===== config.mk =====
export PLATFORM = sky130hd
export DESIGN_NAME = ir_cmd_dispatcher
export DESIGN_NICKNAME = d
export VERILOG_FILES = /design/src/rtl/ir_cmd_pkg.sv /design/src/rtl/ir_cmd_fifo.sv /design/src/rtl/ir_cmd_dispatcher.sv
export SDC_FILE = /design/constraint.sdc
export NUM_CORES = 1
export LEC_CHECK = 0
export BUFFER_PORTS_ARGS = -buffer_cell sky130_fd_sc_hd__buf_2
export CORE_ASPECT_RATIO = 0.6
export CORE_UTILIZATION = 23
export CTS_BUF_LIST = sky130_fd_sc_hd__clkbuf_2 sky130_fd_sc_hd__clkbuf_4 sky130_fd_sc_hd__clkbuf_8
export CTS_CLUSTER_DIAMETER = 40
export CTS_CLUSTER_SIZE = 16
export DETAILED_ROUTE_END_ITERATION = 10
export REMOVE_ABC_BUFFERS = 1
export SKIP_CTS_REPAIR_TIMING = 1
export SLEW_MARGIN = 20
export SYNTH_ARGS = -nofsm -noshare
export SYNTH_HDL_FRONTEND = slang
export SYNTH_SLANG_ARGS = --single-unit

===== constraint.sdc =====
create_clock -name clk -period 3.1 [get_ports clk]
set_input_delay 0.62 -clock clk [delete_from_list [all_inputs] [get_ports clk]]
set_output_delay 0.62 -clock clk [all_outputs]
set_load 0.02 [all_outputs]

===== src/rtl/ir_cmd_pkg.sv =====
// ir_cmd_pkg
// Shared definitions for the IR command dispatcher: FSM state encoding,
// Avalon register addresses, status/control/clear bit positions and the
// default remote custom code.
package ir_cmd_pkg;

    typedef enum logic [1:0] {
        IDLE  = 2'd0,
        CHECK = 2'd1,
        PUSH  = 2'd2,
        DROP  = 2'd3
    } ir_state_t;

    // Register map
    localparam logic [1:0] ADDR_FIFO   = 2'd0;
    localparam logic [1:0] ADDR_STATUS = 2'd1;
    localparam logic [1:0] ADDR_CTRL   = 2'd2;
    localparam logic [1:0] ADDR_RSVD   = 2'd3;

    // Status word fields
    localparam int STAT_OVF_BIT   = 31;
    localparam int STAT_DROP_LSB  = 16;
    localparam int STAT_FULL_BIT  = 6;
    localparam int STAT_EMPTY_BIT = 5;
    localparam int STAT_CNT_LSB   = 0;

    // Status clear word (write to ADDR_STATUS)
    localparam int CLR_OVF_BIT  = 0;
    localparam int CLR_DROP_BIT = 1;

    // Control register fields
    localparam int CTRL_IRQ_EN_BIT    = 0;
    localparam int CTRL_FILTER_EN_BIT = 1;

    localparam logic [15:0] DEFAULT_CUSTOM_CODE = 16'h6B86;

endpackage


===== src/rtl/ir_cmd_fifo.sv =====
// ir_cmd_fifo
// Synchronous single-clock FIFO. A push while full and a pop while empty
// are ignored, so callers may request either at any time.
// Ports:
//   clk, reset      clock, synchronous active-high reset
//   push, wdata     write request and data
//   pop             read request; rdata always shows the head entry
//   full, empty     occupancy flags
//   count           number of stored entries (0..DEPTH)
module ir_cmd_fifo #(
    parameter int DEPTH = 4,
    parameter int WIDTH = 24
) (
    input  logic                     clk,
    input  logic                     reset,
    input  logic                     push,
    input  logic [WIDTH-1:0]         wdata,
    input  logic                     pop,
    output logic [WIDTH-1:0]         rdata,
    output logic                     full,
    output logic                     empty,
    output logic [$clog2(DEPTH):0]   count
);
    localparam int AW = $clog2(DEPTH);

    logic [WIDTH-1:0] mem [DEPTH];
    logic [AW-1:0]    wr_ptr;
    logic [AW-1:0]    rd_ptr;
    logic             do_push;
    logic             do_pop;

    assign full    = (count == (AW+1)'(DEPTH));
    assign empty   = (count == '0);
    assign do_push = push & ~full;
    assign do_pop  = pop & ~empty;
    assign rdata   = mem[rd_ptr];

    // DEPTH is a power of two, so the pointers wrap by plain overflow.
    always_ff @(posedge clk) begin
        if (reset) begin
            wr_ptr <= '0;
            rd_ptr <= '0;
            count  <= '0;
        end else begin
            if (do_push) wr_ptr <= wr_ptr + AW'(1);
            if (do_pop)  rd_ptr <= rd_ptr + AW'(1);
            case ({do_push, do_pop})
                2'b10:   count <= count + (AW+1)'(1);
                2'b01:   count <= count - (AW+1)'(1);
                default: count <= count;
            endcase
        end
    end

    always_ff @(posedge clk) begin
        if (do_push) mem[wr_ptr] <= wdata;
    end

endmodule


===== src/rtl/ir_cmd_dispatcher.sv =====
// ir_cmd_dispatcher
// Validates frames from an IR receiver, suppresses key auto-repeat within a
// hold window, and queues accepted commands for a CPU over an Avalon slave.
// Ports:
//   clk, reset                  50 MHz clock, synchronous active-high reset
//   rx_valid, rx_data[31:0]     frame strobe and data {~key, key, custom}
//   s_cs_n, s_address[1:0]      Avalon chip select (active low), register
//   s_read, s_write             access strobes
//   s_writedata[31:0]           write data
//   s_readdata[31:0]            registered read data, held until next read
//   irq                         registered level interrupt
module ir_cmd_dispatcher
    import ir_cmd_pkg::*;
#(
    parameter int          FIFO_DEPTH  = 4,
    parameter logic [15:0] CUSTOM_CODE = DEFAULT_CUSTOM_CODE,
    parameter int          HOLD_CYCLES = 5_000_000
) (
    input  logic        clk,
    input  logic        reset,
    input  logic        rx_valid,
    input  logic [31:0] rx_data,
    input  logic        s_cs_n,
    input  logic [1:0]  s_address,
    input  logic        s_read,
    input  logic        s_write,
    input  logic [31:0] s_writedata,
    output logic [31:0] s_readdata,
    output logic        irq
);
    localparam int CW = $clog2(FIFO_DEPTH) + 1;
    localparam int TW = $clog2(HOLD_CYCLES + 1);

    // Handshake: rx_valid is a single-cycle strobe with no back-pressure;
    // a frame is taken only in IDLE, anything arriving while busy is lost
    // and flagged as overflow.
    ir_state_t     state, state_next;
    logic [31:0]   frame_q;
    logic [TW-1:0] hold_timer;
    logic [7:0]    last_key;
    logic          overflow;
    logic [7:0]    drop_count;
    logic          irq_en;
    logic          filter_en;

    logic          capture, push_req, drop_evt;
    logic          frame_ok, suppressed;
    logic          rd_en, wr_en, pop_req, push_ok, set_ovf;
    logic          clr_ovf, clr_drop;
    logic [31:0]   status_word, ctrl_word;

    logic [23:0]   fifo_rdata;
    logic          fifo_full, fifo_empty;
    logic [CW-1:0] fifo_count;

    logic          unused_wdata;
    assign unused_wdata = ^s_writedata[31:2];

    assign rd_en    = ~s_cs_n & s_read;
    assign wr_en    = ~s_cs_n & s_write;
    assign pop_req  = rd_en & (s_address == ADDR_FIFO);
    assign clr_ovf  = wr_en & (s_address == ADDR_STATUS) & s_writedata[CLR_OVF_BIT];
    assign clr_drop = wr_en & (s_address == ADDR_STATUS) & s_writedata[CLR_DROP_BIT];

    assign frame_ok   = (frame_q[31:24] == ~frame_q[23:16]) &&
                        (!filter_en || frame_q[15:0] == CUSTOM_CODE);
    assign suppressed = (frame_q[23:16] == last_key) && (hold_timer != '0);

    assign push_ok = push_req & ~fifo_full;
    // Overflow sources: a frame arriving while busy, or a push into a full FIFO.
    assign set_ovf = (rx_valid && state != IDLE) | (push_req & fifo_full);

    always_comb begin
        state_next = state;
        capture    = 1'b0;
        push_req   = 1'b0;
        drop_evt   = 1'b0;
        case (state)
            IDLE: begin
                if (rx_valid) begin
                    capture    = 1'b1;
                    state_next = CHECK;
                end
            end
            CHECK:   state_next = (frame_ok && !suppressed) ? PUSH : DROP;
            PUSH: begin
                push_req   = 1'b1;
                state_next = IDLE;
            end
            DROP: begin
                drop_evt   = 1'b1;
                state_next = IDLE;
            end
            default: state_next = IDLE;
        endcase
    end

    always_ff @(posedge clk) begin
        if (reset) state <= IDLE;
        else       state <= state_next;
    end

    always_ff @(posedge clk) begin
        if (reset) begin
            frame_q    <= '0;
            hold_timer <= '0;
            last_key   <= '0;
            overflow   <= 1'b0;
            drop_count <= '0;
            irq_en     <= 1'b0;
            filter_en  <= 1'b1;
            s_readdata <= '0;
            irq        <= 1'b0;
        end else begin
            if (capture) frame_q <= rx_data;

            if (push_ok) begin
                hold_timer <= TW'(HOLD_CYCLES);
                last_key   <= frame_q[23:16];
            end else if (hold_timer != '0) begin
                hold_timer <= hold_timer - TW'(1);
            end

            // Setting wins over a same-cycle software clear.
            if (set_ovf)      overflow <= 1'b1;
            else if (clr_ovf) overflow <= 1'b0;

            if (drop_evt) begin
                if (drop_count != 8'hFF) drop_count <= drop_count + 8'd1;
            end else if (clr_drop) begin
                drop_count <= '0;
            end

            if (wr_en && s_address == ADDR_CTRL) begin
                irq_en    <= s_writedata[CTRL_IRQ_EN_BIT];
                filter_en <= s_writedata[CTRL_FILTER_EN_BIT];
            end

            if (rd_en) begin
                case (s_address)
                    ADDR_FIFO:   s_readdata <= fifo_empty ? 32'h0 : {1'b1, 7'b0, fifo_rdata};
                    ADDR_STATUS: s_readdata <= status_word;
                    ADDR_CTRL:   s_readdata <= ctrl_word;
                    default:     s_readdata <= 32'h0;
                endcase
            end

            irq <= irq_en & (~fifo_empty | overflow);
        end
    end

    always_comb begin
        status_word = '0;
        status_word[STAT_OVF_BIT]         = overflow;
        status_word[STAT_DROP_LSB +: 8]   = drop_count;
        status_word[STAT_FULL_BIT]        = fifo_full;
        status_word[STAT_EMPTY_BIT]       = fifo_empty;
        status_word[STAT_CNT_LSB +: 5]    = 5'(fifo_count);
        ctrl_word = '0;
        ctrl_word[CTRL_IRQ_EN_BIT]        = irq_en;
        ctrl_word[CTRL_FILTER_EN_BIT]     = filter_en;
    end

    ir_cmd_fifo #(
        .DEPTH (FIFO_DEPTH),
        .WIDTH (24)
    ) u_fifo (
        .clk   (clk),
        .reset (reset),
        .push  (push_ok),
        .wdata ({frame_q[15:0], frame_q[23:16]}),
        .pop   (pop_req),
        .rdata (fifo_rdata),
        .full  (fifo_full),
        .empty (fifo_empty),
        .count (fifo_count)
    );

endmodule


==> out/results.ini <==
[outcome]
status = finished, final reports clean

[sta]
setup_violations = 0
rsz0062_at_grt = no
min_period_over_period = 0.802
hold_viol = 0
relSlewSlack = 0.426
max_freq_mhz = 402
worstMarginPinSlew_ns = 0.862
drv_slew = 0
setup-tns-final_ns = 0
layout_min_cycle_time_ns = 2.49
clock_skew_ns = 0.0246

[drt]
via_per_inst = 4.54
wire_per_inst_um = 16.1
num_vias = 5813
drt_iter0_drc = 543
wirelength_um = 20600
first_pass_iters = 5
drcViolationCount = 0
ant_nets = 0

[layout]
final_common_cell = nand2_1
final_layout_size_suffix_gt1_frac = 0.185
fin_area_um2 = 9710
insertedDiodeCount = 0
num-nets-final = 882
ff_latch_area_um2 = 5100
syn2layout_area_growth_pct = 15.0
multi_input_area_um2 = 3100
layout_common_cells = nand2_1, dfxtp_1, edfxtp_1, a21oi_1, buf_2
nFillCells = 3741

[global_routing]
grt_busiest_layer = met1
grt_pass1_wl_um = 32200
grtUsageMet1 = 0.171
use_met3 = 0.0201
antenna_found_initial = 0
grt_util_all_layers = 0.111
grt_max_degree = 81
met2_usage = 0.158
grt-ovfl-total = 0
first_global_vias = 5457

[worst_setup_path]
path_max_fanout = 7
cp.arrival_ns = 2.93
crit_path_end_kind = flop
path_class = reg -> reg
crit_path_top_delay_cell = dfxtp_1
slowest_delay_ns = 0.49
rr_worst_depth = 9
path_cells = nor3_1, buf_4, nor4_1, ha_1, inv_1, fa_1, xor2_1, or3_1, a21oi_1
worst_setup_path_start_kind = flop
cp.required_ns = 3.54

[placement]
dpl.hpwl_um = 14300
dpl_cell_area_um2 = 9320
io_buffer_count = 67
gp_congestion = 0.757

[cts]
clk_latency_ns = 0.52
htree_levels = 1
clkTransAtPathRegs_ns = 0.11
clock-sinks = 207
cts_root_buf = clkbuf_8
cts_buffers = 18
tritoncts = done
clk_path_buf_depth = 3

[floorplan]
dieHeight_um = 150
fp.dieW_um = 249
io_pins = 105
fp.dieArea_um2 = 37500
initial_core_util = 0.237
coreArea_um2 = 35500
row_count = 53

[power_and_ir_drop]
peakVddDrop_uv = 345
leakagePower_nw = 3.26
p_total_mw = 6.22
power.density_nw_per_um2 = 641

[worst_hold_path]
hold_depth = 3
hp-class = in -> reg

[yosys]
synth.cell_area_um2 = 8440
ys.flop_type = dfxtp_1
syn_inst = 736
ys_ff_latch = 207
ys_seq_area_frac = 0.605
ys_async_sr_fraction = 0
synth.distinct_cells = 57
yosys_warnings = 0
synth_enable_flop_cells = 96
syn_avg_cell_area_um2 = 11.5

[job]
cap_violations = 0

==> worst paths after layout <==
kind / start / end / slack [ns]
setup / recovery: u_fifo.count[0] / u_fifo.count[2] / 0.61
hold / removal: rx_data[0] / frame_q[0] / 0.33
setup reg to reg: u_fifo.count[0] / u_fifo.count[2] / 0.61
hold reg to reg: s_readdata[13] / s_readdata[13] / 0.46
==> sequential cells by signal, indices dropped and copies added, names as in the netlist, 2 cells and up, named ones only <==
name           flops
u_fifo.count       3
last_key           8
u_fifo.wr_ptr      2
u_fifo.mem        96
hold_timer        23
drop_count         8
s_readdata        25
frame_q           32
u_fifo.rd_ptr      2
state              2
==> synth_stat cells (all sizes together) (9+ instances only) <==
master	n	area, µm²
edfxtp	96	2880
a22o	9	78.8
nand4	10	62.6
clkbuf	35	131
mux4	24	541
inv	11	41.3
xnor2	22	193
nand3	20	100
dfxtp	111	2220
o21ai	12	60.1
xor2	10	87.6
nor3	14	92.6
nand2	117	439
nor2	43	161
buf	13	85.1
a22oi	10	75.1
a21oi	81	405
==> stage by stage <==
| stage | cells | hold slack [ns] | utilization | worst slack [ns] |
|---|---|---|---|---|
| floorplan | 694 | 0.438 | - | 0.208 |
| CTS | 1280 | 0.303 | 0.273 | 0.671 |
| detailed placement | 1248 | 0.446 | 0.262 | 0.425 |
| finish | 1280 | 0.326 | 0.273 | 0.614 |
| global placement | 1248 | 0.443 | 0.262 | 0.430 |
| global route | 1280 | 0.309 | 0.273 | 0.482 |
==> per-layer routing <==
layer,up-vias,share of wire
li1,2795,-
met1,2838,0.52
met2,159,0.41
met3,21,0.055
met4,0,0.014
met5,-,0
==> worst max-delay path: cells and delay by family, from the launching register on <==
kind / cells / cell delay, ns
adder cells (fa/ha/maj): 2 / 0.67
buffers and inverters: 2 / 0.24
AO/OA/AOI/OAI: 1 / 0.14
AND/OR/NAND/NOR: 3 / 0.72
XOR/XNOR: 1 / 0.17
flip-flops: 1 / 0.49
==> kinds of logic after synthesis <==
family	after synthesis	synth area share
AND/OR/NAND/NOR	265	0.155
flip-flops	207	0.605
AO/OA/AOI/OAI	137	0.0956
buffers and inverters	59	0.0305
XOR/XNOR	32	0.0332
multiplexers	26	0.0664
adder cells (fa/ha/maj)	9	0.0142
other	1	0.000444
==> report_power, final <==
| part | total (mW) | internal, mW | switching [mW] |
|---|---|---|---|
| clock network | 1.69 | 0.756 | 0.929 |
| logic | 1.28 | 0.512 | 0.764 |
| registers | 3.26 | 3.04 | 0.220 |
| total | 6.22 | 4.31 | 1.91 |
==> area by class of cell <==
class,count,share of cell area
Sequential cell,207,0.526
Tap cell,467,0.0602
Timing Repair Buffer,87,0.0503
Inverter,11,0.00425
Clock inverter,7,0.00722
Clock buffer,25,0.0322
Multi-Input combinational cell,476,0.320
(Power assumes the default switching activity.)
